`src/rtl/seven_segment_scan.sv`:
```
// ---------------------------------------------------------------------------
// seven_segment_scan
//   Time-multiplexed scan driver for a DIGITS-wide hex display. Presents one
//   nibble at a time to a downstream seven-segment decoder together with a
//   one-hot digit enable. Each digit slot is SCAN_DIV cycles long and starts
//   with BLANK_CYCLES of all-off selects to suppress ghosting. New values are
//   applied only at the frame boundary (wrap from the last digit to digit 0),
//   so a frame never mixes old and new digits.
//
//   Optional: define SEVEN_SEGMENT_SCAN_LZB_EN for leading-zero blanking.
//
// Ports
//   i_clk          system clock, rising edge
//   i_rst          synchronous active-high reset
//   i_load         single-cycle request to display i_value
//   i_value        new value, digit k = i_value[4k+3:4k]
//   o_digit_data   nibble for the decoder (0 while blanked)
//   o_digit_sel    one-hot active-high digit enable, all zero while blanked
//   o_blank        current slot shows nothing
//   o_pending      a loaded value waits for the next frame boundary
//   o_updated      one-cycle pulse after a new value took effect
// ---------------------------------------------------------------------------
module seven_segment_scan #(
  parameter int DIGITS       = 4,
  parameter int SCAN_DIV     = 1000,
  parameter int BLANK_CYCLES = 8,
  parameter int CNT_W        = 16
) (
  input  logic                  i_clk,
  input  logic                  i_rst,
  input  logic                  i_load,
  input  logic [DIGITS*4-1:0]   i_value,
  output logic [3:0]            o_digit_data,
  output logic [DIGITS-1:0]     o_digit_sel,
  output logic                  o_blank,
  output logic                  o_pending,
  output logic                  o_updated
);

  localparam int IDX_W = $clog2(DIGITS);
  localparam logic [CNT_W-1:0] LAST_CNT = CNT_W'(SCAN_DIV - 1);
  localparam logic [CNT_W-1:0] LAST_BLK = CNT_W'(BLANK_CYCLES - 1);
  localparam logic [IDX_W-1:0] LAST_IDX = IDX_W'(DIGITS - 1);

  typedef enum logic {ST_BLANK, ST_SHOW} state_t;

  state_t                 r_state;
  logic [CNT_W-1:0]       r_cnt;
  logic [IDX_W-1:0]       r_idx;
  logic [DIGITS*4-1:0]    r_disp;
  logic [DIGITS*4-1:0]    r_stage;

  logic [DIGITS-1:0][3:0] w_nibs;
  logic [DIGITS-1:0]      w_onehot;
  logic                   w_slot_end;
  logic                   w_wrap;
  logic                   w_suppress;

  assign w_nibs     = r_disp;
  assign w_onehot   = DIGITS'(1) << r_idx;
  assign w_slot_end = (r_cnt == LAST_CNT);
  // Frame boundary: last cycle of the last digit's slot.
  assign w_wrap     = w_slot_end && (r_idx == LAST_IDX);

`ifdef SEVEN_SEGMENT_SCAN_LZB_EN
  // w_lz[k]: digit k and every digit above it are zero. Each bit is computed
  // directly from the display register so there is no chained logic; digit 0
  // is never suppressed so a zero value still shows a single "0".
  logic [DIGITS-1:0] w_lz;
  for (genvar k = 0; k < DIGITS; k++) begin : g_lz
    if (k == 0) begin : g_d0
      assign w_lz[k] = 1'b0;
    end else begin : g_dk
      assign w_lz[k] = ~|r_disp[DIGITS*4-1:4*k];
    end
  end
  assign w_suppress = w_lz[r_idx];
`else
  assign w_suppress = 1'b0;
`endif

  always_ff @(posedge i_clk) begin
    if (i_rst) begin
      r_state      <= ST_BLANK;
      r_cnt        <= '0;
      r_idx        <= '0;
      r_disp       <= '0;
      r_stage      <= '0;
      o_digit_data <= 4'd0;
      o_digit_sel  <= '0;
      o_blank      <= 1'b1;
      o_pending    <= 1'b0;
      o_updated    <= 1'b0;
    end else begin
      // Outputs are registered from the current state, giving one cycle of
      // latency relative to the counter/state transition.
      if (r_state == ST_SHOW && !w_suppress) begin
        o_digit_sel  <= w_onehot;
        o_digit_data <= w_nibs[r_idx];
        o_blank      <= 1'b0;
      end else begin
        o_digit_sel  <= '0;
        o_digit_data <= 4'd0;
        o_blank      <= 1'b1;
      end

      r_cnt <= w_slot_end ? '0 : r_cnt + 1'b1;

      case (r_state)
        ST_BLANK: if (r_cnt == LAST_BLK) r_state <= ST_SHOW;
        ST_SHOW: begin
          if (w_slot_end) begin
            r_state <= ST_BLANK;
            r_idx   <= w_wrap ? '0 : r_idx + 1'b1;
          end
        end
        default: r_state <= ST_BLANK;
      endcase

      // A load on the wrap cycle goes straight to the display register;
      // otherwise it is staged, newest value wins.
      o_updated <= 1'b0;
      if (w_wrap) begin
        if (i_load)         r_disp <= i_value;
        else if (o_pending) r_disp <= r_stage;
        o_updated <= i_load | o_pending;
        o_pending <= 1'b0;
      end else if (i_load) begin
        r_stage   <= i_value;
        o_pending <= 1'b1;
      end
    end
  end

endmodule

```
`config.mk`:
```
export PLATFORM = sky130hd
export DESIGN_NAME = seven_segment_scan
export DESIGN_NICKNAME = d
export VERILOG_FILES = /design/src/rtl/seven_segment_scan.sv
export SDC_FILE = /design/constraint.sdc
export NUM_CORES = 1
export LEC_CHECK = 0
export ABC_AREA = 1
export BUFFER_PORTS_ARGS = -buffer_cell sky130_fd_sc_hd__buf_2
export CORE_MARGIN = 8
export CORE_UTILIZATION = 50
export DETAILED_ROUTE_END_ITERATION = 6
export PLACE_DENSITY = 0.7
export SETUP_SLACK_MARGIN = 0.2
export SLEW_MARGIN = 40
export SYNTH_ARGS = -nofsm -noshare
export SYNTH_HDL_FRONTEND = slang
export SYNTH_SLANG_ARGS = --single-unit
```
`constraint.sdc`:
```
create_clock -name i_clk -period 2.53 [get_ports i_clk]
set_input_delay 0.253 -clock i_clk [delete_from_list [all_inputs] [get_ports i_clk]]
set_output_delay 0.253 -clock i_clk [all_outputs]
set_load 0.01 [all_outputs]
```
## After elaboration in Yosys (flattened, before gate mapping)

Index checks and enable logic that the tools add are counted.

- Register bits after elaboration: 62
- Bits in latches: 0
- RAM bits: 0
- Bits in read-only memories: 0
- Input port bits: 19
- Output and inout port bits: 11
- Word-level logic and storage cells: 38
- Memories: 0

- Add/subtract/negate cells: 2
- Multipliers: 0
- Div/mod/pow operators: 0
- Magnitude comparators: 1
- Equal/unequal tests: 3
- Shifts and indexed selects: 1
- Multiplexer cells: 9
- Bitwise gates (word level): 3
- Reduce and logical (&&, ||, !) cells: 9

Operator list:

| operator | number |
|---|---|
| $mux 16 | 2 |
| $add 16x1->16 const B | 1 |
| $eq 16x10->1 const B | 1 |
| $eq 16x3->1 const B | 1 |
| $bmux 4 s2 | 1 |
| $reduce_or 2->1 | 4 |
| $reduce_and 2->1 | 3 |
| $mux 4 | 1 |
| $shl 1x2->4 const A | 1 |
| $lt 2x3->1 const B | 1 |
| $mux 1 | 3 |
| $add 2x1->2 const B | 1 |
| $eq 2x2->1 const B | 1 |
| $mux 2 | 1 |
| $not 1->1 | 2 |
| $pmux 1 s2 | 1 |
| $reduce_bool 2->1 | 1 |
| $logic_and 1x1->1 | 1 |
| $or 1x1->1 | 1 |

## Longest topological paths before layout

- Depth after elaboration: 4
- Depth in mapped cells: 10
- Gate-level depth less buffers: 9

## Least setup slack after synthesis

Ideal clock, no wire load.

- Path type: register to register
- Start: reg r_cnt[0]
- End: reg r_stage[10]
- Setup time: 0.115 ns
- Arrival time: 1.355 ns
- Required time: 2.415 ns
- Slack: 1.060 ns
- Stages on the path, launching flop included: 10
- Path buffers: 1
- Period minus slack after synthesis: 1.470 ns
- Path through: dfxtp_1 -> ha_1 -> nand2_1 -> clkinv_2 -> nand2_1 -> nor2_4 -> nand3_2 -> buf_4 -> a21oi_1 -> nor2_1

- Cells in the longest elaborated chain, start to end: 4

Ends and longest elaborated chain:

| what | line | text |
|---|---|---|
| start, declared | 48 | `logic [CNT_W-1:0] r_cnt;` |
| start signal, assigned | 107 | `r_cnt <= w_slot_end ? '0 : r_cnt + 1'b1;` |
| $eq 16x10->1 | 61 | `assign w_slot_end = (r_cnt == LAST_CNT);` |
| $logic_and 1x1->1 | 63 | `assign w_wrap = w_slot_end && (r_idx == LAST_IDX);` |
| $not 1->1 (no source line) | - |  |
| $reduce_and 2->1 (no source line) | - |  |
| end signal, assigned | 129 | `r_stage <= i_value;` |
| end, declared | 51 | `logic [DIGITS*4-1:0] r_stage;` |

Every way passes these cells.
A chain may end at the register's enable or synchronous reset.

## Worst setup path after layout

- Start: reg r_cnt[0]
- End: reg r_stage[11]

The elaborated chain is that of the path after synthesis.

==> reports/qor.log <==
qor: yosys.number_of_enable_flip_flop_cells_after_synthesis 0
qor: cts.cts_buf_count 9
qor: setup_path.worst_r2r_endpoint r_stage[11]$_SDFFE_PP0P_
qor: cts.postCtsResizedCells 0
qor: pwr.total_leakage_power 1.53 nW
qor: setup_path.timing.critical_path.arrival 2.17 ns
qor: yosys.synth_fp_nets 425
qor: status.status finished clean
qor: setup_path.worst-path-max-fanout 34
qor: cts.clkSlewWorstSetupHoldPaths 0.07 ns
qor: yosys.asyncSetResetFlopFracSynth 0
qor: finish.antenna_cells 0
qor: pwr.p_per_area 589 nW/um2
qor: drt.drtPass1Iterations 5
qor: global_routing.grt_antenna_before_repair 0
qor: worst_hold_path.min-delay-path-class input pin to flop
qor: yosys.post_synth_num_cell_types 26
qor: setup_path.worst-r2r-setup-slack 0.57 ns
qor: sta.setup-tns-final 0 ns
qor: placement.dpl.hpwl 3.94 mm
qor: finish.layout.area.seq 1240 um2
qor: finish.num-nets-final 452
qor: yosys.ys.flop_type sky130_fd_sc_hd__dfxtp_1
qor: sta.final-setup-viol-count 0
qor: yosys.ys_seq_area_frac 0.430
qor: sta.slew_viol_final 0
qor: sta.final.period_utilization 0.774
qor: setup_path.r2r-start r_cnt[0]$_SDFF_PP0_
qor: yosys.yosys_warnings 0
qor: cts.cts.path.max_buffers 2
qor: finish.final_cell_count_no_fill 507
qor: finish.multi_input_comb_area 1330 um2
qor: global_routing.globalRouteOverflowTotal 0
qor: die.floorplan.rows 27
qor: setup_path.worstSetupEndpointType flop
qor: setup_path.critPathMaxStageDelay 0.54 ns
qor: setup_path.crit_chain ha_1, nand2_1, clkinv_2, nand2_1, nor2_4, nand3_2, a21oi_1, nor2_1
qor: global_routing.grt_first_pass_wirelength 10.1 mm
qor: sta.post-route-min-period 1.96 ns
qor: cts.cts-htree-levels 3
qor: drt.number_of_violations_reported_at_the_end_of_detailed_routing_iteration_0 142
qor: sta.setup_ws 0.573 ns
qor: setup_path.critical-path-top-cell-by-count sky130_fd_sc_hd__nand2_1
qor: drt.detail_route.vias_per_cell 4.81
qor: pwr.irDropWorstVdd 0.372 mV
qor: flow_run.max_cap_violations 0
qor: die.ios 30
qor: setup_path.timing.critical_path.slowest_stage_cell sky130_fd_sc_hd__nand3_2
qor: drt.post_drt_wl_per_cell 11.3 um
qor: drt.wl 5.73 mm
qor: drt.ant_nets 0
qor: sta.skew 0.00739 ns
qor: drt.vias 2437
qor: die.die_width 92.0 um
qor: placement.globalplace.congestion 0.798
qor: sta.achievable-frequency 511 MHz
qor: die.die_y 92.0 um
qor: die.placeableCoreArea 5540 um2
qor: worst_hold_path.whs_endpoint r_state$_SDFF_PP0_
qor: cts.tritoncts_num_sinks 62
qor: cts.clkLatencyLatePin 0.32 ns
qor: placement.dp.cells 492
qor: yosys.synth_seq_cells 62
qor: global_routing.number_of_global_route_vias_before_repair 2276
qor: setup_path.reg2reg_depth 8
qor: global_routing.groute.usage.overall 0.144
qor: cts.postCtsHoldBufs 0
qor: sta.relSlewSlack 0.562
qor: worst_hold_path.worst_hold_startpoint i_rst
qor: placement.preCtsSetupSlack 0.557 ns
qor: global_routing.grt_max_degree 49
qor: finish.n_fill_cell 534
qor: sta.grt_setup_unrepaired false
qor: worst_hold_path.hold_depth 2
qor: drt.drcViolationCount 0
qor: yosys.syn_area 2890 um2
qor: placement.port-buffer-count 29
qor: finish.area_growth_synth_to_finish 11.1%
qor: setup_path.timing.setup.critical_path_class flop to flop
qor: cts.clock-root-buffer sky130_fd_sc_hd__clkbuf_8
qor: cts.cts_post_setup_buffers_inserted 0
qor: setup_path.critical_path_required 2.75 ns
qor: setup_path.worstSetupStartpointType flop
qor: yosys.synthesis.area_per_instance 7.14 um2
qor: die.initial_utilization 0.521
qor: yosys.syn_inst 404
qor: sta.max_slew.worst_pin.slew 0.657 ns
qor: finish.post_route_cells_drive_above_1_share 0.166
qor: sta.timing.final.hold_violations 0
qor: die.dieArea 8460 um2
qor: cts.cts_tree built
==> power breakdown <==
part	switching [W]	leakage, nW	internal, W
sequential	0.0000111	0.504	0.000999
combinational	0.0000651	0.941	0.0000566
clock	0.000353	0.0865	0.000404
total	0.000429	1.53	0.00146
==> layer usage <==
metal | part of all wire | global-route usage
met1 | 0.52 | 0.194
met2 | 0.42 | 0.202
met3 | 0.051 | 0.0489
met4 | 0.0093 | 0.0658
met5 | 0 | 0
==> worst max path at each step <==
| stage | slack, ns | cells past startpoint | endpoint | start |
|---|---|---|---|---|
| 6_report | 0.57 | 8 | r_stage[11]$_SDFFE_PP0P_ | r_cnt[0]$_SDFF_PP0_ |
| 5_1_grt | 0.34 | 8 | r_stage[7]$_SDFFE_PP0P_ | r_cnt[0]$_SDFF_PP0_ |
| 4_1_cts | 0.55 | 8 | r_stage[11]$_SDFFE_PP0P_ | r_cnt[0]$_SDFF_PP0_ |
| 3_5_place_dp | 0.56 | 8 | r_stage[11]$_SDFFE_PP0P_ | r_cnt[0]$_SDFF_PP0_ |
| 3_3_place_gp | 0.64 | 8 | r_stage[12]$_SDFFE_PP0P_ | r_cnt[0]$_SDFF_PP0_ |
| 2_1_floorplan | 1.06 | 9 | r_stage[10]$_SDFFE_PP0P_ | r_cnt[0]$_SDFF_PP0_ |
==> per-stage QoR <==
stage                     hold slack (ns)   util  instance area [um2]  power (W)
final                               0.114  0.579                 3210    0.00189
after global routing                0.108  0.579                 3210    0.00198
after CTS                          0.0977  0.579                 3210    0.00190
after detailed placement            0.439  0.548                 3040    0.00115
after global placement              0.431  0.548                 3040    0.00115
after floorplan                     0.331      -                 2890    0.00112
==> worst max-delay path, delay by kind of cell (launching register included) <==
kind | cells | cell delay (ns)
AND/OR/NAND/NOR | 5 | 0.92
flip-flops | 1 | 0.35
AO/OA/AOI/OAI | 1 | 0.33
adder cells (fa/ha/maj) | 1 | 0.17
buffers and inverters | 1 | 0.07
==> cells in the final DEF (no fill, tap or decap), types with 2 or more instances in the layout <==
cell / synthesis / layout
sky130_fd_sc_hd__clkbuf_1: 0 / 3
sky130_fd_sc_hd__mux2_2: 16 / 16
sky130_fd_sc_hd__nor2_1: 67 / 67
sky130_fd_sc_hd__clkbuf_8: 0 / 11
sky130_fd_sc_hd__inv_1: 52 / 52
sky130_fd_sc_hd__xor2_1: 2 / 2
sky130_fd_sc_hd__inv_2: 2 / 2
sky130_fd_sc_hd__a21oi_1: 27 / 27
sky130_fd_sc_hd__nand2_1: 96 / 96
sky130_fd_sc_hd__ha_1: 2 / 2
sky130_fd_sc_hd__nand4_1: 9 / 9
sky130_fd_sc_hd__buf_2: 7 / 29
sky130_fd_sc_hd__nor2_4: 2 / 2
sky130_fd_sc_hd__dfxtp_1: 62 / 62
sky130_fd_sc_hd__clkinv_2: 1 / 2
sky130_fd_sc_hd__nor3_1: 10 / 10
sky130_fd_sc_hd__nand2_2: 2 / 2
sky130_fd_sc_hd__buf_4: 2 / 3
sky130_fd_sc_hd__o21ai_0: 4 / 4
sky130_fd_sc_hd__nand3_1: 28 / 28
==> Yosys cell counts (all sizes together) (2+ instances only) <==
cell	instances	area, um2
nand2	98	373
ha	2	25.0
mux2	16	180
xor2	2	17.5
nor2	70	280
nand4	10	77.6
nand3	29	150
o21ai	4	20.0
a21oi	28	144
dfxtp	62	1240
inv	54	203
nor3	10	50.1
buf	16	106
==> registers in the layout, indices dropped and copies added (netlist names) <==
| signal | count |
|---|---|
| r_idx | 2 |
| r_stage | 16 |
| o_digit_sel | 4 |
| r_state | 1 |
| o_blank | 1 |
| o_digit_data | 4 |
| o_pending | 1 |
| r_cnt | 16 |
| r_disp | 16 |
| o_updated | 1 |
==> kinds of logic (layout without fill, tap and decap cells) <==
family | count (synthesis) | count (layout) | share of synthesized area
buffers and inverters | 71 | 102 | 0.109
adders and majority gates | 2 | 2 | 0.00867
DFF | 62 | 62 | 0.430
AOI/OAI and AO/OA | 32 | 32 | 0.0568
muxes | 16 | 16 | 0.0624
xor gates and xnor gates | 2 | 2 | 0.00607
and+or+nand+nor | 219 | 219 | 0.327
==> cell type report <==
cell class,instances,area share
clock inverter,1,0.00156
inverter,55,0.0648
clock buffer,14,0.0507
multi-input combinational,271,0.415
sequential,62,0.387
tap,72,0.0281
timing repair buffer,32,0.0523
Note: power is estimated with default switching activity, not from simulation.
